`src/rtl/spart_rx_if.sv`:
```
// Bus-side signal bundle of the SPART receive engine: serial input, baud tick,
// read strobe and the received-byte status returned to the bus interface.
interface spart_rx_if #(
    parameter int DATA_BITS = 8
);
    logic                 rxd;
    logic                 baud_tick;
    logic                 receive_read_en;
    logic [DATA_BITS-1:0] receive_read_line;
    logic                 rda;
    logic                 overrun;
    logic                 framing_err;

    modport master (
        output rxd,
        output baud_tick,
        output receive_read_en,
        input  receive_read_line,
        input  rda,
        input  overrun,
        input  framing_err
    );

    modport slave (
        input  rxd,
        input  baud_tick,
        input  receive_read_en,
        output receive_read_line,
        output rda,
        output overrun,
        output framing_err
    );
endinterface

```
`src/rtl/spart_rx.sv`:
```
// SPART receive engine: deserialises 8N1 frames from rxd using a 16x oversample tick.
// Define SPART_RX_FRAMING_CHECK_EN to discard frames with a low stop bit and flag framing_err.
module spart_rx #(
    parameter int OVERSAMPLE = 16,
    parameter int DATA_BITS  = 8
) (
    input  logic      clk,
    input  logic      rst,
    spart_rx_if.slave bus
);

    localparam int TW = $clog2(OVERSAMPLE) + 1;
    localparam int BW = $clog2(DATA_BITS + 1);
    localparam logic [TW-1:0] HALF_TICKS = TW'(OVERSAMPLE / 2);
    localparam logic [TW-1:0] FULL_TICKS = TW'(OVERSAMPLE);
    localparam logic [BW-1:0] LAST_BIT   = BW'(DATA_BITS);

`ifdef SPART_RX_FRAMING_CHECK_EN
    typedef enum logic [2:0] {IDLE, START, DATA, STOP, BREAK} state_t;
`else
    typedef enum logic [1:0] {IDLE, START, DATA, STOP} state_t;
`endif

    state_t               state_q;
    logic                 rxd_meta_q;
    logic                 rxd_s_q;
    logic [TW-1:0]        tick_cnt_q;
    logic [TW-1:0]        tick_cnt_d;
    logic [BW-1:0]        bit_cnt_q;
    logic [BW-1:0]        bit_cnt_d;
    logic [DATA_BITS-1:0] shift_reg_q;
    logic [DATA_BITS-1:0] shift_reg_d;
    logic [DATA_BITS-1:0] read_line_q;
    logic                 rda_q;
    logic                 overrun_q;
    logic                 tick_done;
    logic                 load_en;

    // rxd is asynchronous; everything downstream uses only the synchronised copy.
    always_ff @(posedge clk) begin
        if (rst) begin
            rxd_meta_q <= 1'b1;
            rxd_s_q    <= 1'b1;
        end else begin
            rxd_meta_q <= bus.rxd;
            rxd_s_q    <= rxd_meta_q;
        end
    end

    assign tick_cnt_d  = tick_cnt_q + TW'(1);
    assign bit_cnt_d   = bit_cnt_q + BW'(1);
    assign shift_reg_d = {rxd_s_q, shift_reg_q[DATA_BITS-1:1]};
    assign tick_done   = bus.baud_tick && (tick_cnt_d == FULL_TICKS);

`ifdef SPART_RX_FRAMING_CHECK_EN
    logic framing_err_q;
    assign load_en         = (state_q == STOP) && tick_done && rxd_s_q;
    assign bus.framing_err = framing_err_q;
`else
    assign load_en         = (state_q == STOP) && tick_done;
    assign bus.framing_err = 1'b0;
`endif

    always_ff @(posedge clk) begin
        if (rst) begin
            state_q     <= IDLE;
            tick_cnt_q  <= '0;
            bit_cnt_q   <= '0;
            shift_reg_q <= '0;
            read_line_q <= '0;
            rda_q       <= 1'b0;
            overrun_q   <= 1'b0;
`ifdef SPART_RX_FRAMING_CHECK_EN
            framing_err_q <= 1'b0;
`endif
        end else begin
            case (state_q)
                IDLE: begin
                    if (!rxd_s_q) begin
                        state_q    <= START;
                        tick_cnt_q <= '0;
                    end
                end
                // Half a bit in, a high line means the low pulse was a glitch.
                START: begin
                    if (bus.baud_tick) begin
                        if (tick_cnt_d == HALF_TICKS) begin
                            if (rxd_s_q) begin
                                state_q <= IDLE;
                            end else begin
                                state_q    <= DATA;
                                tick_cnt_q <= '0;
                                bit_cnt_q  <= '0;
                            end
                        end else begin
                            tick_cnt_q <= tick_cnt_d;
                        end
                    end
                end
                DATA: begin
                    if (bus.baud_tick) begin
                        if (tick_done) begin
                            shift_reg_q <= shift_reg_d;
                            bit_cnt_q   <= bit_cnt_d;
                            tick_cnt_q  <= '0;
                            if (bit_cnt_d == LAST_BIT) begin
                                state_q <= STOP;
                            end
                        end else begin
                            tick_cnt_q <= tick_cnt_d;
                        end
                    end
                end
                STOP: begin
                    if (bus.baud_tick) begin
                        if (tick_done) begin
                            tick_cnt_q <= '0;
`ifdef SPART_RX_FRAMING_CHECK_EN
                            if (!rxd_s_q) begin
                                framing_err_q <= 1'b1;
                                state_q       <= BREAK;
                            end else begin
                                state_q <= IDLE;
                            end
`else
                            state_q <= IDLE;
`endif
                        end else begin
                            tick_cnt_q <= tick_cnt_d;
                        end
                    end
                end
`ifdef SPART_RX_FRAMING_CHECK_EN
                BREAK: begin
                    if (rxd_s_q) begin
                        state_q <= IDLE;
                    end
                end
`endif
                default: state_q <= IDLE;
            endcase

            // A load wins over a same-cycle read; that read consumed the old byte, so no overrun.
            if (load_en) begin
                read_line_q <= shift_reg_q;
                rda_q       <= 1'b1;
                if (rda_q && !bus.receive_read_en) begin
                    overrun_q <= 1'b1;
                end
            end else if (bus.receive_read_en) begin
                rda_q     <= 1'b0;
                overrun_q <= 1'b0;
            end
        end
    end

    assign bus.receive_read_line = read_line_q;
    assign bus.rda               = rda_q;
    assign bus.overrun           = overrun_q;

endmodule

```
`src/flat_wrapper.sv`:
```
// flat-port wrapper written by rule: the top's interface ports become plain ports
module spart_rx_flat 
#(
    parameter int OVERSAMPLE = 16,
    parameter int DATA_BITS  = 8
)
  (clk, rst, bus_rxd, bus_baud_tick, bus_receive_read_en, bus_receive_read_line, bus_rda, bus_overrun, bus_framing_err);
  spart_rx_if #(.DATA_BITS(DATA_BITS)) bus_i ();
  input  logic clk;
  input  logic rst;
  input wire logic [$bits(bus_i.rxd)-1:0] bus_rxd;
  input wire logic [$bits(bus_i.baud_tick)-1:0] bus_baud_tick;
  input wire logic [$bits(bus_i.receive_read_en)-1:0] bus_receive_read_en;
  output wire logic [$bits(bus_i.receive_read_line)-1:0] bus_receive_read_line;
  output wire logic [$bits(bus_i.rda)-1:0] bus_rda;
  output wire logic [$bits(bus_i.overrun)-1:0] bus_overrun;
  output wire logic [$bits(bus_i.framing_err)-1:0] bus_framing_err;
  assign bus_i.rxd = bus_rxd;
  assign bus_i.baud_tick = bus_baud_tick;
  assign bus_i.receive_read_en = bus_receive_read_en;
  assign bus_receive_read_line = bus_i.receive_read_line;
  assign bus_rda = bus_i.rda;
  assign bus_overrun = bus_i.overrun;
  assign bus_framing_err = bus_i.framing_err;
  spart_rx #(.OVERSAMPLE(OVERSAMPLE), .DATA_BITS(DATA_BITS)) u_core (.clk(clk), .rst(rst), .bus(bus_i));
endmodule
```
`config.mk`:
```
export PLATFORM = sky130hd
export DESIGN_NAME = spart_rx_flat
export DESIGN_NICKNAME = d
export VERILOG_FILES = /design/src/rtl/spart_rx_if.sv /design/src/rtl/spart_rx.sv /design/src/flat_wrapper.sv
export SDC_FILE = /design/constraint.sdc
export NUM_CORES = 1
export LEC_CHECK = 0
export ABC_CLOCK_PERIOD_IN_PS = 2400
export CAP_MARGIN = 10
export CORE_MARGIN = 2
export CORE_UTILIZATION = 56
export DETAILED_ROUTE_END_ITERATION = 8
export GPL_TIMING_DRIVEN = 0
export PLACE_DENSITY_LB_ADDON = 0.08
export SETUP_SLACK_MARGIN = 0.02
export SLEW_MARGIN = 20
export SYNTH_ARGS = -nofsm -noshare
export SYNTH_HDL_FRONTEND = slang
export SYNTH_SLANG_ARGS = --single-unit
```
`constraint.sdc`:
```
create_clock -name clk -period 2.4 [get_ports clk]
set_input_delay 0.36 -clock clk [delete_from_list [all_inputs] [get_ports clk]]
set_output_delay 0.36 -clock clk [all_outputs]
set_load 0.02 [all_outputs]
```
=== Word-level counts from Yosys, hierarchy flattened ===
Index checks and enable logic that the tools add are counted.

* Bits in registers: 31
* Input port bits: 5
* Output and inout bits: 11
* Logic and storage cells: 67

* $add $sub $neg: 2
* Eq/ne operators: 17
* Multiplexer cells: 26
* Reduce and logical (&&, ||, !) cells: 13

{| class="wikitable"
|+ Operators with widths
! kind !! number
|-
| $mux 5 || 5
|-
| $mux 4 || 5
|-
| $mux 2 || 9
|-
| $pmux 5 s3 || 1
|-
| $ne 2x2->1 const B || 6
|-
| $ne 2x1->1 const B || 5
|-
| $pmux 2 s4 || 1
|-
| $pmux 4 s2 || 1
|-
| $reduce_and 8->1 || 1
|-
| $reduce_and 6->1 || 1
|-
| $add 5x1->5 const B || 1
|-
| $eq 5x4->1 const B || 1
|-
| $eq 5x5->1 const B || 1
|-
| $add 4x1->4 const B || 1
|-
| $eq 2x2->1 const B || 2
|-
| $eq 4x4->1 const B || 1
|-
| $mux 1 || 4
|-
| $reduce_and 2->1 || 2
|-
| $reduce_bool 2->1 || 2
|-
| $logic_and 1x1->1 || 3
|-
| $reduce_and 3->1 || 1
|-
| $eq 2x1->1 const B || 1
|-
| $logic_not 2->1 || 1
|-
| $reduce_or 2->1 || 1
|-
| $logic_not 1->1 || 1
|}

=== Logic depth before layout (Yosys ltp) ===
Gate-level depths: netlist (run 1).

* Depth in word-level cells: 6
* Mapped depth: 8
* Gate-level depth less buffers: 6

=== Worst setup path after synthesis (run 1) ===
OpenSTA, ideal clock, no wires.

* Path kind: register to register
* From: register u_core.tick_cnt_q[0]
* To: register u_core.shift_reg_q[2]
* Setup time: 0.128 ns
* Arrival: 2.040 ns
* Required time: 2.272 ns
* Setup slack: 0.232 ns
* Stages on the path, launching flop included: 9
* Buffers on the path: 2
* Period minus slack after synthesis: 2.168 ns
* Path through: dfxtp_1 -> ha_1 -> buf_6 -> or4b_4 -> o31ai_2 -> nor4b_4 -> buf_6 -> mux2i_1 -> nor2_1

* Cells in the longest elaborated chain, start to end: 4

{| class="wikitable"
|+ RTL lines
! element !! line !! text
|-
| start, declared || spart_rx.sv:27 || <nowiki>logic [TW-1:0] tick_cnt_q;</nowiki>
|-
| start signal, assigned || spart_rx.sv:96 || <nowiki>tick_cnt_q <= tick_cnt_d;</nowiki>
|-
| start signal, assigned || spart_rx.sv:110 || <nowiki>tick_cnt_q <= tick_cnt_d;</nowiki>
|-
| start signal, assigned || spart_rx.sv:129 || <nowiki>tick_cnt_q <= tick_cnt_d;</nowiki>
|-
| $add 5x1->5 || spart_rx.sv:50 || <nowiki>assign tick_cnt_d = tick_cnt_q + TW'(1);</nowiki>
|-
| $eq 5x5->1 || spart_rx.sv:53 || <nowiki>assign tick_done = bus.baud_tick && (tick_cnt_d == FULL_TICKS);</nowiki>
|-
| $logic_and 1x1->1 || spart_rx.sv:53 ||
|-
| $reduce_and 3->1 (no source line) || -- ||
|-
| end signal, assigned || spart_rx.sv:103 || <nowiki>shift_reg_q <= shift_reg_d;</nowiki>
|-
| end, declared || spart_rx.sv:31 || <nowiki>logic [DATA_BITS-1:0] shift_reg_q;</nowiki>
|}

No other way between the ends.
A chain may end at the register's enable or synchronous reset.

=== Final worst setup path (run 1) ===
* From: register u_core.tick_cnt_q[0]
* To: register u_core.shift_reg_q[5]

The elaborated chain is that of the path after synthesis.

==> results.sh, run 1 <==
export IMPL_status="finished, final reports clean"
export IMPL_cts_hold_repair_buffers=0
export IMPL_final_cell_mix="29 x dfxtp_1, 24 x nor2_1, 18 x mux2i_1"
export IMPL_required_ps=2620
export IMPL_fmax_mhz=442
export IMPL_die_h_um=58.3
export IMPL_crit_chain="ha_1, buf_6, or4b_4, o31ai_4, nor4b_4, buf_6, mux2i_1, nor2_1"
export IMPL_io_pins=16
export IMPL_core_sq_um=2780
export IMPL_ys_flop_type="dfxtp_1"
export IMPL_max_stage_delay_ps=490
export IMPL_start_util_pct=59.3
export IMPL_synth_edf_count=0
export IMPL_worstPathMaxFanout=10
export IMPL_p_total_uw=929
export IMPL_drt_wirelength_per_cell_um=14.3
export IMPL_place_gp_congestion=0.873
export IMPL_dpl_hpwl_um=2460
export IMPL_r2r_slack_ps=140
export IMPL_die_w_um=58.3
export IMPL_synth_nets=195
export IMPL_hold_start="u_core.rxd_meta_q"
export IMPL_syn_to_final_growth_pct=16.5
export IMPL_synth_async_reset_ratio_pct=0
export IMPL_hold_violations=0
export IMPL_reg2reg_from="u_core.tick_cnt_q[0]"
export IMPL_whs_ps=415
export IMPL_vdd_ir_drop_max_uv=457
export IMPL_cts_tree="yes"
export IMPL_synth_seq_cells=31
export IMPL_first_pass_iters=4
export IMPL_fin_crit_sh_pct=94.2
export IMPL_gr_total_overflow=0
export IMPL_holdPathEnd="u_core.rxd_s_q"
export IMPL_critPathLaunchType="register"
export IMPL_final_area_sq_um=1920
export IMPL_grt_pass1_wl_um=5710
export IMPL_syn_inst=187
export IMPL_drc_errors=0
export IMPL_clockBufferDepth=2
export IMPL_rsz0062_at_grt="no"
export IMPL_ys_warnings_count=0
export IMPL_setup_viol=0
export IMPL_min_path_cells=1
export IMPL_drt_iter0_markers=89
export IMPL_clk_pin_slew_worst_paths_ps=100
export IMPL_worstPathArrival_ps=2480
export IMPL_grt_max_degree=11
export IMPL_gr_usage_all_layers_pct=22.3
export IMPL_grt_pass1_vias=1303
export IMPL_fin_tns_setup_ps=0
export IMPL_antenna_found_initial=0
export IMPL_cp_common_cell="buf_6"
export IMPL_vias=1437
export IMPL_rows=19
export IMPL_setup_worst_path_start="u_core.tick_cnt_q[0]"
export IMPL_hold_path_class="register to register"
export IMPL_p_leak_uw=0.000752
export IMPL_worstRegToRegCells=8
export IMPL_drive_gt1_share_pct=14.8
export IMPL_synth_cell_types=49
export IMPL_fp_dieArea_sq_um=3390
export IMPL_synth_seq_area_share_pct=37.6
export IMPL_r2r_end="u_core.shift_reg_q[5]"
export IMPL_clkLatencyLatePin_ps=340
export IMPL_drtAntennaViolNets=0
export IMPL_end_kind="register"
export IMPL_fin_worst_skew_ps=4.28
export IMPL_dpl_instance_area_sq_um=1830
export IMPL_final_common_cell="dfxtp_1"
export IMPL_finalWirelength_um=3450
export IMPL_syn_area_per_cell_sq_um=8.82
export IMPL_diodes=0
export IMPL_cts_root_buf="clkbuf_4"
export IMPL_slew_violations=0
export IMPL_cp_slowest_cell="or4b_4"
export IMPL_port_buffers=14
export IMPL_critPathKind="register to register"
export IMPL_cts_inserted_buffers=5
export IMPL_via_per_inst=5.96
export IMPL_power_density_nw_per_um2=483
export IMPL_h_tree_depth=2
export IMPL_fin_util_pct=69.1
export IMPL_cap_viol_max_count=0
export IMPL_fin_crit_ps=2260
export IMPL_synth_area_sq_um=1650
export IMPL_final_nets=217
export IMPL_cts_sink_count=31
==> synthesized netlist by cell type (2+ instances only) <==
cell type | number | area (sq um)
a211oi_1 | 2 | 15.0
a21oi_1 | 6 | 30.0
a31oi_1 | 3 | 18.8
and3b_1 | 2 | 17.5
buf_2 | 2 | 10.0
buf_6 | 2 | 22.5
clkbuf_1 | 7 | 26.3
dfxtp_1 | 31 | 621
ha_1 | 3 | 37.5
inv_1 | 3 | 11.3
mux2i_1 | 18 | 180
nand2_1 | 12 | 45.0
nand2b_1 | 8 | 50.1
nand3_1 | 4 | 20.0
nor2_1 | 24 | 90.1
nor2b_1 | 4 | 25.0
nor3_1 | 4 | 20.0
nor4b_1 | 2 | 17.5
o21ai_0 | 11 | 55.1
o22a_1 | 2 | 17.5
o32ai_1 | 4 | 35.0
or2_2 | 3 | 18.8
or3_1 | 2 | 12.5
xnor2_1 | 2 | 17.5
xor2_1 | 2 | 17.5
==> worst max-delay path by stage <==
stage          slack, ps  cells past startpoint                    end
4_1_cts               20                      7  u_core.shift_reg_q[5]
3_5_place_dp        -110                      7  u_core.shift_reg_q[5]
3_3_place_gp         -40                      7  u_core.shift_reg_q[6]
5_1_grt               60                      8  u_core.shift_reg_q[2]
2_1_floorplan        230                      8  u_core.shift_reg_q[2]
6_report             140                      8  u_core.shift_reg_q[5]
==> power breakdown <==
part | internal [uW] | switching, uW
clock network | 171 | 183
logic | 22.1 | 30.0
registers | 517 | 4.84
==> area by class of cell <==
cell class / count / area [sq um]
clock inverters: 1 / 7.51
inverters: 3 / 11.3
fillers: 207 / 860
clock buffers: 7 / 65.1
flip-flops and latches: 31 / 623
plain buffers: 12 / 66.3
multi-input cells: 141 / 962
repair buffers: 15 / 148
well taps: 31 / 38.8
==> stage by stage <==
step	instances	setup slack (ps)
2_1_floorplan	187	232
3_3_place_gp	232	-37.8
3_5_place_dp	232	-107
4_1_cts	241	22.8
5_1_grt	241	56.7
6_report	241	139
==> cell families after synthesis <==
kind of cell	Yosys count	share of synthesized area [%]
compound gates	39	16.8
xor+xnor	4	2.12
fa+ha+maj	3	2.28
buf+inv	15	4.70
flops	31	37.6
mux	18	10.9
other cells	1	0.227
simple gates	76	25.3
==> sequential cells by signal, indices dropped and copies added, names as in the netlist, named ones only <==
register,count
u_core.state_q,1
u_core.tick_cnt_q,5
u_core.bit_cnt_q,4
u_core.bus.receive_read_line,8
u_core.shift_reg_q,8
u_core.bus.overrun,1
u_core.bus.rda,1
u_core.rxd_meta_q,1
u_core.rxd_s_q,1
==> critical path: cells and delay by family, from the launching register on <==
family	cells	cell delay, ps
mux	1	220
compound gates	1	110
fa+ha+maj	1	220
buf+inv	2	340
simple gates	3	870
flops	1	380
==> per-layer routing <==
layer  share of wire, %  track usage (%)  routed length [um]  vias up
met2                 47             35.5                1610       54
met1                 44             28.4                1530      674
met5                  0                0                   0        -
met3                6.7             4.02                 230        7
li1                   -                -                   -      702
met4                2.2             12.3                  75        0
==> what timing repair did <==
item	4_1_cts	5_1_grt
buffers inserted	1	0
gates resized for setup	0	4
setup endpoints to repair	9	21
No activity file was read; power rests on OpenSTA's default activity.
==> run 2: changes to the inputs <==
Settings changed: ABC_CLOCK_PERIOD_IN_PS 2400 to 2500.
Clock period 2.4 ns to 2.5 ns, I/O delays scaled along.
==> results.sh, run 2 (synthesis results as in run 1) <==
export IMPL_fin_util_pct=69.0
export IMPL_slew_violations=0
export IMPL_fp_dieArea_sq_um=3390
export IMPL_worstRegToRegCells=7
export IMPL_required_ps=2720
export IMPL_clkLatencyLatePin_ps=340
export IMPL_end_kind="register"
export IMPL_gr_usage_all_layers_pct=22.3
export IMPL_fill_cells=207
export IMPL_gr_total_overflow=0
export IMPL_die_h_um=58.3
export IMPL_core_sq_um=2780
export IMPL_vias=1438
export IMPL_clockBufferDepth=2
export IMPL_rows=19
export IMPL_worstPathArrival_ps=2570
export IMPL_start_util_pct=59.3
export IMPL_diodes=0
export IMPL_rsz0062_at_grt="no"
export IMPL_drive_gt1_share_pct=13.8
export IMPL_drc_errors=0
export IMPL_status="finished, final reports clean"
export IMPL_h_tree_depth=2
export IMPL_hold_violations=0
export IMPL_place_gp_congestion=0.873
export IMPL_fin_crit_ps=2360
export IMPL_fin_crit_sh_pct=94.2
export IMPL_fin_tns_setup_ps=0
export IMPL_final_nets=217
export IMPL_antenna_found_initial=0
export IMPL_power_density_nw_per_um2=465
export IMPL_finalWirelength_um=3460
export IMPL_drt_iter0_markers=88
export IMPL_critPathKind="register to register"
export IMPL_setup_viol=0
export IMPL_cts_root_buf="clkbuf_4"
export IMPL_vdd_ir_drop_max_uv=438
export IMPL_p_leak_uw=0.000754
export IMPL_syn_to_final_growth_pct=16.3
export IMPL_drt_wirelength_per_cell_um=14.4
export IMPL_grt_pass1_vias=1303
export IMPL_grt_max_degree=11
export IMPL_cap_viol_max_count=0
export IMPL_final_cell_mix="30 x dfxtp_1, 24 x nor2_1, 18 x mux2i_1"
export IMPL_critPathLaunchType="register"
export IMPL_fmax_mhz=425
export IMPL_cts_tree="yes"
export IMPL_via_per_inst=5.97
export IMPL_dpl_hpwl_um=2460
export IMPL_first_pass_iters=4
export IMPL_min_path_cells=1
export IMPL_grt_pass1_wl_um=5710
export IMPL_die_w_um=58.3
export IMPL_port_buffers=14
export IMPL_io_pins=16
export IMPL_worstPathMaxFanout=10
export IMPL_final_common_cell="dfxtp_1"
export IMPL_fin_worst_skew_ps=4.27
export IMPL_hold_path_class="register to register"
export IMPL_clk_pin_slew_worst_paths_ps=100
export IMPL_cts_inserted_buffers=5
export IMPL_drtAntennaViolNets=0
export IMPL_cts_sink_count=31
## run 2: cell counts in the layout (fill, tap and decap cells not counted)
Identical to the previous run, type by type.
## run 2: area by class of cell
| class | instances | area [sq um] | share of cell area (%) |
|---|---|---|---|
| flip-flops and latches | 31 | 622 | 32.4 |
| plain buffers | 12 | 66.3 | 3.46 |
| clock inverters | 1 | 7.51 | 0.391 |
| multi-input cells | 141 | 960 | 50.0 |
| clock buffers | 7 | 65.1 | 3.39 |
| inverters | 3 | 11.3 | 0.587 |
| repair buffers | 15 | 148 | 7.70 |
| well taps | 31 | 38.8 | 2.02 |
## run 2: per-stage QoR
| stage | hold slack (ps) | area [sq um] | setup slack [ps] | total power [uW] | cells |
|---|---|---|---|---|---|
| after floorplan | 389 | 1650 | 332 | 544 | 187 |
| after global placement | 394 | 1830 | 62.2 | 560 | 232 |
| after detailed placement | 393 | 1830 | -6.80 | 561 | 232 |
| after CTS | 416 | 1910 | 123 | 896 | 241 |
| after global routing | 425 | 1920 | 37.5 | 921 | 241 |
| final | 415 | 1920 | 145 | 891 | 241 |
## run 2: repair_timing
item / in CTS / in global routing
gates resized for setup: 0 / 2
endpoints found under the hold margin: 0 / 0
setup endpoints to repair: 6 / 11
setup buffers: 1 / 0
hold buffers: 0 / 0
gates cloned: 0 / 0
pin swaps: 0 / 0
## run 2: worst paths after layout
path	start	endpoint	slack, ps
worst max-delay path	u_core.tick_cnt_q[1]	u_core.shift_reg_q[5]	140
worst min register to register	u_core.rxd_meta_q	u_core.rxd_s_q	410
worst max register to register	u_core.tick_cnt_q[1]	u_core.shift_reg_q[5]	140
worst min-delay path	u_core.rxd_meta_q	u_core.rxd_s_q	410
## run 2: per-layer routing
metal / global-route usage, % / part of all wire, % / routed length [um] / vias up
li1: - / - / - / 702
met5: 0 / 0 / 0 / -
met4: 12.3 / 2.2 / 75 / 0
met1: 28.4 / 45 / 1570 / 680
met3: 4.02 / 5.6 / 195 / 8
met2: 35.5 / 47 / 1620 / 48
## run 2: worst max-delay path, stage by stage, from the launching register on
cell	delay, ps
dfxtp_1	490
ha_1	330
or4b_4	510
o31ai_4	110
nor4b_4	320
buf_6	210
mux2i_1	220
nor2_1	60
## run 2: power breakdown
group,switching [uW],internal [uW]
sequential,4.55,497
combinational,28.7,21.2
clock,176,164
==> run 3: changes to the inputs <==
Settings changed: HOLD_SLACK_MARGIN from default to 0.02.
==> results of run 3 <==
Final layout, timing and power as in run 2 (identical DEF).
